## src/rtl/nn_pkg.sv

```systemverilog
// Shared definitions for the fully-connected layer engine: FSM encoding,
// activation mode constants, accumulator sizing and saturation bounds.
package nn_pkg;

   // FSM state encoding
   localparam logic [1:0] S_IDLE  = 2'd0;
   localparam logic [1:0] S_RUN   = 2'd1;
   localparam logic [1:0] S_DRAIN = 2'd2;
   localparam logic [1:0] S_FIN   = 2'd3;

   // Activation modes, sampled with start
   localparam logic ACT_LINEAR = 1'b0;
   localparam logic ACT_RELU   = 1'b1;

   // Full 2*DW product, plus headroom for N_IN products and the bias, plus sign guard
   function automatic int acc_width(input int dw, input int n_in);
      return 2 * dw + $clog2(n_in + 1) + 1;
   endfunction

   // Largest representable output value for a dw-bit signed result
   function automatic longint sat_hi(input int dw);
      return (longint'(1) <<< (dw - 1)) - longint'(1);
   endfunction

   // Smallest representable output value for a dw-bit signed result
   function automatic longint sat_lo(input int dw);
      return -(longint'(1) <<< (dw - 1));
   endfunction

endpackage

```

## src/rtl/nn_mac_lane.sv

```systemverilog
// One neuron: accumulator with bias preload, signed MAC, then floor shift,
// optional ReLU and saturation into a held output register.
module nn_mac_lane
   import nn_pkg::*;
#(
   parameter int DW   = 16,
   parameter int FRAC = 8,
   parameter int N_IN = 16
) (
   input  logic                 clk,
   input  logic                 rst,
   input  logic                 load,
   input  logic                 mac_en,
   input  logic                 capture,
   input  logic                 act_relu,
   input  logic signed [DW-1:0] bias,
   input  logic signed [DW-1:0] x,
   input  logic signed [DW-1:0] w,
   output logic signed [DW-1:0] y
);

   localparam int ACC_W = acc_width(DW, N_IN);
   localparam logic signed [ACC_W-1:0] SAT_HI = ACC_W'(sat_hi(DW));
   localparam logic signed [ACC_W-1:0] SAT_LO = ACC_W'(sat_lo(DW));

   logic signed [ACC_W-1:0] acc;
   logic signed [2*DW-1:0]  prod;
   logic signed [ACC_W-1:0] shifted;
   logic signed [ACC_W-1:0] activated;
   logic signed [DW-1:0]    sat_val;

   // Full-precision signed product of the current operand pair
   always_comb begin
      prod = x * w;
   end

   // Accumulator: bias preload on start, MAC when scheduled
   // NOTE: non-blocking assignments for all clocked state so every register samples pre-edge values.
   always_ff @(posedge clk) begin
      if (rst)
         acc <= '0;
      else if (load)
         acc <= ACC_W'(bias) <<< FRAC;
      else if (mac_en)
         acc <= acc + ACC_W'(prod);
   end

   // Output conversion: floor shift, ReLU, then clamp to DW bits
   // NOTE: every branch assigns sat_val, so no latch is inferred.
   always_comb begin
      shifted   = acc >>> FRAC;
      activated = (act_relu && (shifted < 0)) ? '0 : shifted;
      if (activated > SAT_HI)
         sat_val = SAT_HI[DW-1:0];
      else if (activated < SAT_LO)
         sat_val = SAT_LO[DW-1:0];
      else
         sat_val = activated[DW-1:0];
   end

   // Result register, updated only at the end of a completed run
   always_ff @(posedge clk) begin
      if (rst)
         y <= '0;
      else if (capture)
         y <= sat_val;
   end

endmodule

```

## src/rtl/nn_layer_engine.sv

```systemverilog
// Fully-connected layer engine: sequences the shared read index, schedules
// the MAC in every lane and presents all N_OUT results with one pulse.
module nn_layer_engine
   import nn_pkg::*;
#(
   parameter int DW    = 16,
   parameter int FRAC  = 8,
   parameter int N_IN  = 16,
   parameter int N_OUT = 4,
   parameter int IDX_W = 16
) (
   input  logic                  clk,
   input  logic                  rst,
   input  logic                  start,
   input  logic                  act_mode,
   input  logic [N_OUT*DW-1:0]   bias,
   output logic [IDX_W-1:0]      index,
   output logic                  rd_en,
   input  logic [DW-1:0]         x_in,
   input  logic [N_OUT*DW-1:0]   w_in,
   output logic                  ready,
   output logic                  out_valid,
   output logic [N_OUT*DW-1:0]   out
);

   localparam logic [IDX_W-1:0] LAST_IDX = IDX_W'(N_IN - 1);

   logic [1:0] state;
   logic       act_q;
   logic       load;
   logic       mac_en;
   logic       capture;

   // Handshake and lane control decoded from the current state
   always_comb begin
      ready   = (state == S_IDLE);
      rd_en   = (state == S_RUN);
      load    = (state == S_IDLE) && start;
      // Data for index k arrives one cycle after it is presented, so the
      // first RUN cycle has nothing to accumulate and DRAIN takes the last.
      mac_en  = ((state == S_RUN) && (index != '0)) || (state == S_DRAIN);
      capture = (state == S_FIN);
   end

   // Run sequencer: state, index counter, latched mode and result strobe
   always_ff @(posedge clk) begin
      if (rst) begin
         state     <= S_IDLE;
         index     <= '0;
         act_q     <= ACT_LINEAR;
         out_valid <= 1'b0;
      end else begin
         out_valid <= 1'b0;
         case (state)
            S_IDLE: begin
               if (start) begin
                  act_q <= act_mode;
                  index <= '0;
                  state <= S_RUN;
               end
            end
            S_RUN: begin
               if (index == LAST_IDX) begin
                  index <= '0;
                  state <= S_DRAIN;
               end else begin
                  index <= index + IDX_W'(1);
               end
            end
            S_DRAIN: state <= S_FIN;
            S_FIN: begin
               out_valid <= 1'b1;
               state     <= S_IDLE;
            end
            default: state <= S_IDLE;
         endcase
      end
   end

   // One MAC lane per neuron, all sharing x_in and the control strobes
   for (genvar j = 0; j < N_OUT; j++) begin : g_lane
      nn_mac_lane #(
         .DW   (DW),
         .FRAC (FRAC),
         .N_IN (N_IN)
      ) u_lane (
         .clk      (clk),
         .rst      (rst),
         .load     (load),
         .mac_en   (mac_en),
         .capture  (capture),
         .act_relu (act_q == ACT_RELU),
         .bias     (bias[j*DW +: DW]),
         .x        (x_in),
         .w        (w_in[j*DW +: DW]),
         .y        (out[j*DW +: DW])
      );
   end

endmodule
```

## config.mk

```make
export PLATFORM = sky130hd
export DESIGN_NAME = nn_layer_engine
export DESIGN_NICKNAME = d
export VERILOG_FILES = /design/src/rtl/nn_pkg.sv /design/src/rtl/nn_mac_lane.sv /design/src/rtl/nn_layer_engine.sv
export SDC_FILE = /design/constraint.sdc
export NUM_CORES = 2
export LEC_CHECK = 0
export ABC_CLOCK_PERIOD_IN_PS = 7300
export BUFFER_PORTS_ARGS = -buffer_cell sky130_fd_sc_hd__buf_2
export CORE_AREA = 2 2 314 316
export CTS_CLUSTER_DIAMETER = 80
export DETAILED_ROUTE_END_ITERATION = 7
export DIE_AREA = 0 0 316 318
export GPL_TIMING_DRIVEN = 0
export MAX_ROUTING_LAYER = met4
export PLACE_DENSITY = 0.84
export SLEW_MARGIN = 20
export SYNTH_ARGS = -nofsm -noshare
export SYNTH_HDL_FRONTEND = slang
export SYNTH_SLANG_ARGS = --single-unit
export TNS_END_PERCENT = 20
```

## constraint.sdc

```tcl
create_clock -name clk -period 7.3 [get_ports clk]
set_input_delay 1.095 -clock clk [delete_from_list [all_inputs] [get_ports clk]]
set_output_delay 1.095 -clock clk [all_outputs]
set_load 0.01 [all_outputs]
```

==> metrics.md <==
| Metric | Value |
|---|---|
| Cell Area, Synth | `56,900 µm²` |
| Post-layout util | `0.657` |
| Status | `finished, final reports clean` |
| Buf+Inv Stages, Crit Path | `5` |
| Number of global-route vias before repair | `48,200` |
| Post-synthesis sequential area ratio | `0.0831` |
| Cells on worst reg2reg path | `20` |
| Initial antenna violation count | `24` |
| Crit-path cells | `clkbuf_4, clkbuf_4, nand2_1, fa_1, fa_1, inv_1, ha_1, fa_1, inv_1, fa_1, inv_1, fa_1, ha_1, o41ai_2, nand3_2, a221o_2, a221o_1, a221o_1, a2111o_1, o21ai_1, a21oi_1` |
| Worst-margin pin slew | `approximately 1.3 ns` |
| Relative slew slack | `0.108` |
| FFs w/ async S/R, synth | `0` |
| R2R Setup Slk | `1.06 ns` |
| Share of cells above drive strength 1 | `0.106` |
| Hold Crit Endpoint | `g_lane[0].u_lane.acc[2]` |
| Min Tclk post-route | `7.25 ns` |
| Post-synth top area share | `0.453` |
| Slew Limit Fails | `0` |
| RR Endpoint | `g_lane[3].u_lane.acc[34]` |
| Register bit count reported by yosys | `between 200 and 250` |
| Worst path slowest cell | `o41ai_2` |
| DR iter-0 viols | `between 5,000 and 6,000` |
| Yosys top cell by area | `fa_1` |
| Seq. cell area | `4720 µm²` |
| Fin crit share | `0.994` |
| Vias | `about 47,000` |
| # DRC | `0` |
| Crit-path max cell delay | `0.69 ns` |
| CP Data Arrival Time | `7.71 ns` |
| Drt first pass iters | `6` |
| CTS Hold Bufs | `0` |
| Placement Rows | `about 120` |
| Port bufs | `213` |
| IO Pins | `231` |
| Max Buffers Root-to-Sink | `3` |
| Total track usage | `0.445` |
| GP Congestion | `around 1` |
| Worst Setup End Kind | `flop` |
| Nets@finish | `around 8,600` |
| Post-synthesis net count | `8,224` |
| Hold path cells | `2` |
| Fmax | `about 140 MHz` |
| Area contributors post-synth | `fa_1 (45%), ha_1 (9.9%), inv_1 (9.6%), dfxtp_1 (8.3%), nand2_1 (5.2%)` |
| Clock Tree Root | `clkbuf_16` |
| Synth Area per Inst | `8.97 µm²` |
| RR Startpoint | `g_lane[3].u_lane.acc[15]` |
| Worst Min Path Start | `g_lane[0].u_lane.acc[2]` |
| Die width | `316 µm` |
| GRT Residual Overflow | `0` |
| Setup-failing EPs final | `0` |
| EDFF count, synth | `0` |
| Largest delay share family, worst path | `adder cells` |
| Fillers | `7,938` |
| Post-Route WL | `about 210 mm` |
| Startpoint types | `input pin` |
| Post-DP HPWL | `172 mm` |
| MaxCap Viol Count | `0` |
| Post-DR wirelength/cell | `26.7 µm` |
| Top FF cell, synth | `dfxtp_1` |
| Area of the multi-input gates | `46,300 µm²` |
| Global-route wire length before repair | `approximately 310 mm` |
| Crit Path Class | `input pin to flop` |
| Syn. warnings | `0` |
| Die height | `318 µm` |
| Initial Util | `0.584` |
| ANT nets after route | `0` |
| CP Max Fanout | `10` |
| CORE AREA | `97,400 µm²` |
| CTS sink count | `236` |
| Vias/cell | `5.90` |
| Final Hold Fails | `0` |
| Hold WC Path Type | `flop to flop` |
| Most used cell, CP | `fa_1` |
| Skew-Pair Late Insertion Delay | `0.63 ns` |
| RSZ-0062 raised after global routing | `yes` |
| Final Skew | `0.0226 ns` |
| CTS tree | `yes` |
| Syn-to-layout area delta | `12.5%` |
| Total die area | `around 100,000 µm²` |
| Pin count of the biggest net entering global routing | `22` |
| Worst EP required | `7.76 ns` |
| Worst-path clk slew | `0.06 ns` |
| H-tree depth | `2` |
| Yosys cell types | `80` |
| Post-Syn Instances | `6,338` |
| Total CTS buffers | `34` |
[routing by layer]
metal	global-route usage	vias up	wire length, µm
met5	-	-	0
met4	0.289	0	18700
met3	0.137	758	28100
met2	0.610	2923	89400
met1	0.568	23800	78000
li1	-	19900	-
[cells by family after synthesis]
logic type | share of synthesized area
AOI/OAI and AO/OA | 0.0784
xor gates and xnor gates | 0.0222
adders and majority gates | 0.552
buffers and inverters | 0.115
DFF | 0.0831
muxes | 0.000902
and+or+nand+nor | 0.148
[worst max path at each step]
stage          slack, ns                        to     start  depth (start not counted)
2_1_floorplan      -0.08  g_lane[3].u_lane.acc[34]  x_in[10]                         23
4_1_cts            -0.10  g_lane[3].u_lane.acc[34]  x_in[13]                         24
6_report            0.05  g_lane[3].u_lane.acc[34]   x_in[0]                         21
5_1_grt            -0.04  g_lane[3].u_lane.acc[34]  x_in[11]                         25
3_5_place_dp       -2.71  g_lane[0].u_lane.acc[36]  x_in[15]                         23
3_3_place_gp       -2.88  g_lane[0].u_lane.acc[36]  x_in[10]                         24
[state kept, by name, indices dropped and copies added (netlist names)]
name	cells
out_valid	1
state	2
index	16
g_lane.u_lane.y	64
act_q	1
g_lane.u_lane.acc	152
[placed cells by master, fill, tap and decap left out, types with 27 or more instances in the layout]
cell type / count
a211oi_1: 90
a21o_1: 36
a21oi_1: 207
a311oi_1: 39
and2_1: 460
buf_12: 27
buf_2: 212
buf_4: 115
clkbuf_1: 78
clkbuf_16: 46
clkbuf_2: 57
dfxtp_1: 236
fa_1: 1280
ha_1: 432
inv_1: 1449
nand2_1: 783
nand2b_1: 29
nand3_1: 39
nor2_1: 299
nor3_1: 39
o21ai_0: 116
xnor2_1: 94
xor2_1: 50
[cell type report]
cell class                 instances  area share
timing repair buffer             326      0.0360
antenna                           25    0.000978
multi-input combinational       4367       0.723
inverter                        1456      0.0855
timing repair inverter             2    0.000156
tap                             1287      0.0252
sequential                       236      0.0738
clock buffer                      45      0.0152
clock inverter                    16     0.00270
buffer                           269      0.0371
[worst reg2reg max path, delay by kind of cell, from the launching register on]
kind | cells | cell delay [ns]
AOI/OAI and AO/OA | 6 | 1.93
buffers and inverters | 4 | 0.26
DFF | 1 | 0.40
and+or+nand+nor | 4 | 0.72
adders and majority gates | 6 | 2.76
[cells in the mapped netlist (all sizes together) (10+ instances only)]
| master | count |
|---|---|
| nor2b | 23 |
| nor4 | 17 |
| a311oi | 42 |
| a211oi | 99 |
| and3 | 11 |
| and2 | 462 |
| inv | 1456 |
| o21ai | 128 |
| o41ai | 10 |
| nand4 | 24 |
| nor3 | 44 |
| o211ai | 13 |
| ha | 450 |
| nand2 | 793 |
| o21bai | 19 |
| fa | 1288 |
| dfxtp | 236 |
| nand3 | 41 |
| clkbuf | 270 |
| xor2 | 50 |
| a21oi | 220 |
| a21o | 41 |
| xnor2 | 94 |
| o21a | 15 |
| a31oi | 18 |
| nor2 | 303 |
| nand2b | 29 |
| or2 | 14 |
| o22ai | 10 |
[through the flow]
step                setup WS, ns  setup TNS [ns]  hold slack [ns]  instances  instance area, µm²
global placement           -2.88         -201.73            0.443       7838               59600
floorplan                -0.0757          -0.135            0.436       6338               56900
detailed placement         -2.71         -140.58            0.450       7851               60000
finish                    0.0463               0            0.455       8029               64000
global route             -0.0448          -0.217            0.468       8020               64000
CTS                       -0.103          -0.204            0.457       7916               62200
[repair_timing]
item | CTS | global route
resized for setup | 297 | 394
setup buffers | 8 | 86
setup endpoints to repair | 89 | 55
cloned | 0 | 8
pin swaps | 13 | 50
Power is not shown: default switching activity piles up to over one toggle a cycle in this logic, so the estimate is an artifact.
